[config.mk]
export PLATFORM = sky130hd
export DESIGN_NAME = midi_note_parser_flat
export DESIGN_NICKNAME = d
export VERILOG_FILES = /design/src/rtl/midi_note_parser_if.sv /design/src/rtl/midi_note_parser.sv /design/src/flat_wrapper.sv
export SDC_FILE = /design/constraint.sdc
export NUM_CORES = 1
export LEC_CHECK = 0
export CORE_MARGIN = 2
export CORE_UTILIZATION = 50
export CTS_BUF_LIST = sky130_fd_sc_hd__clkbuf_16
export DETAILED_ROUTE_END_ITERATION = 8
export PLACE_DENSITY = 0.69
export SLEW_MARGIN = 10
export SYNTH_ARGS = -nofsm -noshare
export SYNTH_HDL_FRONTEND = slang
export SYNTH_SLANG_ARGS = --single-unit
[constraint.sdc]
create_clock -name clk -period 6.5 [get_ports clk]
set_clock_uncertainty 0.05 [all_clocks]
set_input_delay 1.3 -clock clk [delete_from_list [all_inputs] [get_ports clk]]
set_output_delay 1.3 -clock clk [all_outputs]
set_load 0.01 [all_outputs]
[src/rtl/midi_note_parser_if.sv]
// Byte-stream input and held-note level outputs of the MIDI note parser.
interface midi_note_parser_if;
    logic [7:0] rx_data;
    logic       rx_valid;
    logic [7:0] midi_data;
    logic       midi_valid;
    logic [6:0] velocity;
    logic [3:0] stack_count;

    // Byte source side: drives the received byte, observes the note outputs.
    modport master (
        output rx_data,
        output rx_valid,
        input  midi_data,
        input  midi_valid,
        input  velocity,
        input  stack_count
    );

    // Parser side: consumes bytes, drives the note outputs.
    modport slave (
        input  rx_data,
        input  rx_valid,
        output midi_data,
        output midi_valid,
        output velocity,
        output stack_count
    );
endinterface

[src/rtl/midi_note_parser.sv]
// MIDI Note On/Off decoder with running status, channel filter and a
// last-note-priority held-note stack for monophonic legato playback.
module midi_note_parser #(
    parameter int CHANNEL     = 0,
    parameter int OMNI        = 0,
    parameter int STACK_DEPTH = 4
) (
    input  logic               clk,
    input  logic               rst,
    midi_note_parser_if.slave  bus
);

    typedef enum logic [1:0] {
        IDLE    = 2'd0,
        WAIT_D1 = 2'd1,
        WAIT_D2 = 2'd2
    } state_t;

    // Parser state
    state_t      r_state;
    state_t      w_state_nxt;
    logic [7:0]  r_status;
    logic [7:0]  w_status_nxt;
    logic [6:0]  r_d1;
    logic [6:0]  w_d1_nxt;

    // Completed-message decode
    logic        w_msg_done;
    logic [6:0]  w_msg_d1;
    logic [6:0]  w_msg_d2;
    logic        w_ch_match;
    logic        w_push;
    logic        w_release;
    logic        w_clear;

    // Held-note stack: index 0 is the oldest entry, r_cnt-1 is the top.
    logic [6:0]  r_note [STACK_DEPTH];
    logic [6:0]  r_vel  [STACK_DEPTH];
    logic [3:0]  r_cnt;
    logic [6:0]  w_note_nxt [STACK_DEPTH];
    logic [6:0]  w_vel_nxt  [STACK_DEPTH];
    logic [3:0]  w_cnt_nxt;
    logic        w_hit;
    logic [3:0]  w_hit_idx;
    logic        w_shift_en;
    logic [3:0]  w_shift_from;
    logic        w_place_en;
    logic [3:0]  w_place_pos;
    logic [6:0]  w_top_note;
    logic [6:0]  w_top_vel;

    // Registered outputs
    logic [7:0]  r_midi_data;
    logic        r_midi_valid;
    logic [6:0]  r_velocity;

    wire  [7:0]  w_byte = bus.rx_data;
    wire         w_data_byte = bus.rx_valid && !w_byte[7];
    wire  [3:0]  w_st_hi = r_status[7:4];
    wire         w_one_data = (w_st_hi == 4'hC) || (w_st_hi == 4'hD);

    // FSM state register: parser state and running status
    always_ff @(posedge clk or posedge rst) begin
        if (rst) begin
            r_state  <= IDLE;
            r_status <= 8'h00;
        end else begin
            r_state  <= w_state_nxt;
            r_status <= w_status_nxt;
        end
    end

    // First data byte latch; only meaningful while waiting for d2
    always_ff @(posedge clk) begin
        r_d1 <= w_d1_nxt;
    end

    // FSM next-state logic: classify the byte and advance the parser
    always_comb begin
        w_state_nxt  = r_state;
        w_status_nxt = r_status;
        w_d1_nxt     = r_d1;
        if (bus.rx_valid) begin
            if (w_byte >= 8'hF8) begin
                // realtime: leave everything untouched
                w_state_nxt = r_state;
            end else if (w_byte >= 8'hF0) begin
                w_state_nxt  = IDLE;
                w_status_nxt = 8'h00;
            end else if (w_byte[7]) begin
                w_state_nxt  = WAIT_D1;
                w_status_nxt = w_byte;
            end else begin
                case (r_state)
                    WAIT_D1: begin
                        w_d1_nxt    = w_byte[6:0];
                        w_state_nxt = w_one_data ? WAIT_D1 : WAIT_D2;
                    end
                    WAIT_D2: w_state_nxt = WAIT_D1;
                    default: w_state_nxt = IDLE;
                endcase
            end
        end
    end

    // FSM output logic: flag a completed message and its data bytes
    always_comb begin
        w_msg_done = 1'b0;
        w_msg_d1   = w_byte[6:0];
        w_msg_d2   = 7'd0;
        if (w_data_byte) begin
            if (r_state == WAIT_D2) begin
                w_msg_done = 1'b1;
                w_msg_d1   = r_d1;
                w_msg_d2   = w_byte[6:0];
            end else if (r_state == WAIT_D1 && w_one_data) begin
                w_msg_done = 1'b1;
            end
        end
    end

    // Map a completed message on our channel to a stack action
    always_comb begin
        w_ch_match = (OMNI != 0) || (r_status[3:0] == 4'(CHANNEL));
        w_push     = w_msg_done && w_ch_match && (w_st_hi == 4'h9) && (w_msg_d2 != 7'd0);
        w_release  = w_msg_done && w_ch_match &&
                     ((w_st_hi == 4'h8) || ((w_st_hi == 4'h9) && (w_msg_d2 == 7'd0)));
        w_clear    = w_msg_done && w_ch_match && (w_st_hi == 4'hB) && (w_msg_d1 == 7'd123);
    end

    // Stack update: search, shift out the removed slot, place the new top
    always_comb begin
        w_note_nxt   = r_note;
        w_vel_nxt    = r_vel;
        w_cnt_nxt    = r_cnt;
        w_hit        = 1'b0;
        w_hit_idx    = 4'd0;
        w_shift_en   = 1'b0;
        w_shift_from = 4'd0;
        w_place_en   = 1'b0;
        w_place_pos  = 4'd0;
        w_top_note   = 7'd0;
        w_top_vel    = 7'd0;

        for (int i = 0; i < STACK_DEPTH; i++) begin
            if (!w_hit && (4'(i) < r_cnt) && (r_note[i] == w_msg_d1)) begin
                w_hit     = 1'b1;
                w_hit_idx = 4'(i);
            end
        end

        if (w_clear) begin
            w_cnt_nxt = 4'd0;
        end else if (w_push) begin
            w_place_en = 1'b1;
            if (w_hit) begin
                w_shift_en   = 1'b1;
                w_shift_from = w_hit_idx;
                w_place_pos  = r_cnt - 4'd1;
            end else if (r_cnt == 4'(STACK_DEPTH)) begin
                w_shift_en   = 1'b1;
                w_shift_from = 4'd0;
                w_place_pos  = r_cnt - 4'd1;
            end else begin
                w_place_pos  = r_cnt;
                w_cnt_nxt    = r_cnt + 4'd1;
            end
        end else if (w_release && w_hit) begin
            w_shift_en   = 1'b1;
            w_shift_from = w_hit_idx;
            w_cnt_nxt    = r_cnt - 4'd1;
        end

        for (int i = 0; i < STACK_DEPTH - 1; i++) begin
            if (w_shift_en && (4'(i) >= w_shift_from)) begin
                w_note_nxt[i] = r_note[i+1];
                w_vel_nxt[i]  = r_vel[i+1];
            end
        end

        for (int i = 0; i < STACK_DEPTH; i++) begin
            if (w_place_en && (4'(i) == w_place_pos)) begin
                w_note_nxt[i] = w_msg_d1;
                w_vel_nxt[i]  = w_msg_d2;
            end
        end

        for (int i = 0; i < STACK_DEPTH; i++) begin
            if (4'(i) + 4'd1 == w_cnt_nxt) begin
                w_top_note = w_note_nxt[i];
                w_top_vel  = w_vel_nxt[i];
            end
        end
    end

    // Stack contents; validity is carried by r_cnt so entries need no reset
    always_ff @(posedge clk) begin
        r_note <= w_note_nxt;
        r_vel  <= w_vel_nxt;
    end

    // Count and output registers; note/velocity hold when the stack empties
    always_ff @(posedge clk or posedge rst) begin
        if (rst) begin
            r_cnt        <= 4'd0;
            r_midi_valid <= 1'b0;
            r_midi_data  <= 8'd0;
            r_velocity   <= 7'd0;
        end else begin
            r_cnt        <= w_cnt_nxt;
            r_midi_valid <= (w_cnt_nxt != 4'd0);
            if (w_cnt_nxt != 4'd0) begin
                r_midi_data <= {1'b0, w_top_note};
                r_velocity  <= w_top_vel;
            end
        end
    end

    assign bus.midi_data   = r_midi_data;
    assign bus.midi_valid  = r_midi_valid;
    assign bus.velocity    = r_velocity;
    assign bus.stack_count = r_cnt;

endmodule

[src/flat_wrapper.sv]
// flat-port wrapper written by rule: the top's interface ports become plain ports
module midi_note_parser_flat 
#(
    parameter int CHANNEL     = 0,
    parameter int OMNI        = 0,
    parameter int STACK_DEPTH = 4
)
  (clk, rst, bus_rx_data, bus_rx_valid, bus_midi_data, bus_midi_valid, bus_velocity, bus_stack_count);
  midi_note_parser_if bus_i ();
  input  logic clk;
  input  logic rst;
  input wire logic [$bits(bus_i.rx_data)-1:0] bus_rx_data;
  input wire logic [$bits(bus_i.rx_valid)-1:0] bus_rx_valid;
  output wire logic [$bits(bus_i.midi_data)-1:0] bus_midi_data;
  output wire logic [$bits(bus_i.midi_valid)-1:0] bus_midi_valid;
  output wire logic [$bits(bus_i.velocity)-1:0] bus_velocity;
  output wire logic [$bits(bus_i.stack_count)-1:0] bus_stack_count;
  assign bus_i.rx_data = bus_rx_data;
  assign bus_i.rx_valid = bus_rx_valid;
  assign bus_midi_data = bus_i.midi_data;
  assign bus_midi_valid = bus_i.midi_valid;
  assign bus_velocity = bus_i.velocity;
  assign bus_stack_count = bus_i.stack_count;
  midi_note_parser #(.CHANNEL(CHANNEL), .OMNI(OMNI), .STACK_DEPTH(STACK_DEPTH)) u_core (.clk(clk), .rst(rst), .bus(bus_i));
endmodule
==> qor.csv <==
stage;metric;value;unit
run_status;run status;complete, no violations;
min_path;Min-Delay Path Class;reg2reg;
cells_and_area;layout cells sized above 1;11.3;%
synth;Synth area leaders;dfxtp_1 (21%), mux2i_1 (16%), dfrtp_1 (13%), edfxtp_1 (3.9%), xnor2_1 (3.9%);
pwr;leak pwr;2.44;nW
cells_and_area;Layout area overhead;13.9;%
setup_path;crit path from;bus_rx_valid;
setup_path;max incr delay on CP;0.76;ns
synth;Post-synth EDFFs;7;
synth;Synth area leader;dfxtp_1;
setup_path;Crit path max-delay family;simple AND/OR/NAND/NOR gates;
place;dpl hpwl;11300;um
detailed_routing;final WL;15500;um
timing;Slew headroom;42.6;%
synth;synthesized cell area;5460;um2
setup_path;crit path buf inv count;2;
setup_path;Slowest cell on crit path;and3b_1;
pwr;PD cells;198;nW/um2
place;dpl cell area;5910;um2
synth;Synth Area in XOR/XNOR;4.98;%
cells_and_area;post-route cell area;6210;um2
synth;largest family of logic cells by synthesized area;multiplexers;
cts;Worst-path clk slew;0.07;ns
grt;Total GRT Usage;28.2;%
cells_and_area;diode count;0;
setup_path;worst r2r src;u_core.r_state[0];
place;Placed Instances;717;
cts;TritonCTS buffer count;9;
synth;Yosys reg bits;92;
floorplanning;full die area;11800;um2
cts;clk buf depth;2;
synth;ys flop type;dfxtp_1;
setup_path;Reg2Reg Setup Slack;1.55;ns
timing;Max Fclk;0.173;GHz
cells_and_area;nets;604;
setup_path;CP endpoint kind;flop;
setup_path;critical setup path kind;in2reg;
grt;initial antenna violation count;0;
setup_path;reg2reg path depth;13;
cells_and_area;post-route insts no fill;733;
detailed_routing;total DRC errors in the routed layout;0;
synth;yosys warns;0;
setup_path;Arr. time, crit path;5.93;ns
synth;Cells after Synth;561;
pwr;VDD IR-drop max;161;uV
cts;post-CTS sizing;0;
timing;worst slew pin tran;0.862;ns
synth;simple-gate share of the synthesized area;15.4;%
timing;fin. max-slew vios;0;
floorplanning;Rows;38;
grt;first-pass GRT wire length;25200;um
synth;Synth Area in Compound Gates;17.5;%
timing;Final min period;5.78;ns
cells_and_area;Fillers;971;
setup_path;Max FO, Critical Path;19;
synth;syn avg cell area;9.73;um2
synth;Synth cell types;75;
place;Port-buffer cells;29;
timing;RSZ-0062 raised after global routing;false;
timing;endpoints failing setup;0;
cts;root buffer selected by CTS;clkbuf_16;
synth;Synth top area share;20.5;%
detailed_routing;DRT iter0 DRCs;286;
floorplanning;Starting Density;50.8;%
detailed_routing;vias per inst;6.33;
cells_and_area;fin util;57.8;%
grt;vias in the first global route;4565;
cts;CTS tree;yes;
setup_path;R2R Path End;u_core.bus.midi_data[4];
cts;Sink Count;92;
floorplanning;Die Y;108;um
timing;setup TNS;0;ns
timing;Final period util;89.0;%
detailed_routing;Pre-Repair DR Iteration Count;5;
setup_path;critical-path cell list;clkdlybuf4s50_1 > and3b_1 > mux2i_2 > xnor2_1 > a211oi_2 > or2_1 > or4_1 > o21ai_1 > xnor2_1 > o21ai_0 > inv_1 > o211ai_1;
setup_path;crit start category;input pin;
detailed_routing;DRT antenna net count;0;
grt;Overflow after GRT;0;
synth;async set-reset flop share out of synthesis;31.5;%
cts;hold buffers post-CTS;0;
grt;largest net degree at the start of global routing;21;
min_path;Hold Path Stages;2;
min_path;hold endpoint;u_core.r_vel[3];
job;number of max-cap violations;0;
floorplanning;Die Width;108;um
setup_path;most frequent CP cell;xnor2_1;
synth;adder-cell area share of the yosys netlist;1.15;%
setup_path;Worst EP required;6.65;ns
synth;syn_nets;577;
synth;multiplexer share of the synthesized area;17.7;%
cts;setup bufs post-CTS;0;
detailed_routing;DR vias;4640;
floorplanning;core area;10700;um2
cts;Clock Latency Late Sink;0.34;ns
detailed_routing;drt wl/cell;21.1;um
timing;Final Hold Viols;0;
cts;H-tree levels;3;
place;GPL Wtd Cong;0.995;
floorplanning;I/O Pins;31;
min_path;hold wc startpoint;u_core.r_vel[3];
synth;Seq/Total Area, Yosys;37.7;%
timing;Hold Worst Slack;0.422;ns
placed cells by master (no fill, tap or decap), types with 8 or more instances in the layout:
cell,count
a21oi_1,8
a22oi_1,11
a32oi_1,11
buf_4,26
clkbuf_16,9
clkdlybuf4s50_1,29
dfrtp_1,29
dfxtp_1,56
inv_1,21
mux2i_1,88
nand2_1,54
nor2_1,18
nor2b_1,9
nor4_1,9
o211ai_1,13
o21ai_0,17
o21ai_1,12
xnor2_1,24
routing by layer:
layer | global-route usage (%) | wire (um) | vias to the layer above
li1 | - | - | 2132
met1 | 37.3 | 6860 | 2284
met2 | 45.4 | 7280 | 192
met3 | 6.33 | 950 | 32
met4 | 9.98 | 387 | 0
met5 | 0 | 0 | -
Yosys cell counts (4+ instances only):
cell type / n
nor2_1: 18
nand4_1: 4
a22o_1: 7
o21ai_0: 17
clkbuf_1: 16
or4_1: 6
a32oi_1: 11
nor2b_1: 9
dfxtp_1: 56
a21oi_1: 8
and2_1: 5
inv_1: 21
nand2b_1: 6
buf_6: 6
xor2_1: 7
buf_4: 4
nand2_1: 54
a221o_1: 4
xnor2_1: 24
nor4_1: 9
o211ai_1: 13
edfxtp_1: 7
buf_2: 13
dfrtp_1: 29
nor3_1: 4
a22oi_1: 11
mux2i_1: 88
o21ai_1: 13
or2_2: 6
nand3_1: 6
a2111oi_0: 4
ha_1: 5
area by class of cell:
| class | count | area, um2 | area share (%) |
|---|---|---|---|
| multi-input combinational | 409 | 3110 | 50.1 |
| sequential | 92 | 2060 | 33.1 |
| timing repair buffer | 55 | 485 | 7.81 |
| clock buffer | 9 | 225 | 3.62 |
| tap | 140 | 175 | 2.82 |
| clock inverter | 7 | 82.6 | 1.33 |
| inverter | 21 | 78.8 | 1.27 |
report_power, final:
group	leakage, nW	internal [mW]	switching [mW]
clock network	0.150	0.306	0.242
logic	1.40	0.0362	0.0488
registers	0.894	0.585	0.0119
state kept, by name, indices dropped and copies added, names as in the netlist:
| name | cells |
|---|---|
| u_core.bus.midi_data | 7 |
| u_core.r_note | 28 |
| u_core.r_vel | 28 |
| u_core.bus.stack_count | 4 |
| u_core.bus.midi_valid | 1 |
| u_core.r_state | 2 |
| u_core.bus.velocity | 7 |
| u_core.r_status | 8 |
| u_core.r_d1 | 7 |
kinds of logic (layout without fill, tap and decap cells):
| kind of cell | count (synthesis) | after routing |
|---|---|---|
| xor gates and xnor gates | 31 | 31 |
| DFF | 92 | 92 |
| other | 1 | 1 |
| AOI/OAI and AO/OA | 126 | 126 |
| and+or+nand+nor | 153 | 153 |
| adders and majority gates | 5 | 5 |
| muxes | 93 | 93 |
| buffers and inverters | 60 | 92 |
worst reg2reg max path: cells and delay by family (launching register included):
kind / cells / cell delay, ns
mux: 1 / 0.53
fa+ha+maj: 1 / 0.26
compound gates: 4 / 1.02
flops: 1 / 0.38
buf+inv: 2 / 0.49
simple gates: 3 / 1.50
xor+xnor: 2 / 0.58
through the flow:
step           total power, mW  worst slack (ns)
4_1_cts                   1.23             0.784
3_3_place_gp             0.691             0.495
2_1_floorplan            0.662              1.95
5_1_grt                   1.28             0.333
3_5_place_dp             0.692             0.427
6_report                  1.23             0.716
worst max path at each step:
stage                                   end  slack, ns  cells past startpoint
finish              u_core.bus.midi_data[4]       0.72                     12
CTS                 u_core.bus.midi_data[5]       0.78                     12
global placement    u_core.bus.midi_data[4]       0.49                     12
floorplan           u_core.bus.midi_data[2]       1.95                     15
detailed placement  u_core.bus.midi_data[2]       0.43                     12
global route        u_core.bus.midi_data[5]       0.33                     13
Note: power is estimated with default switching activity, not from simulation.
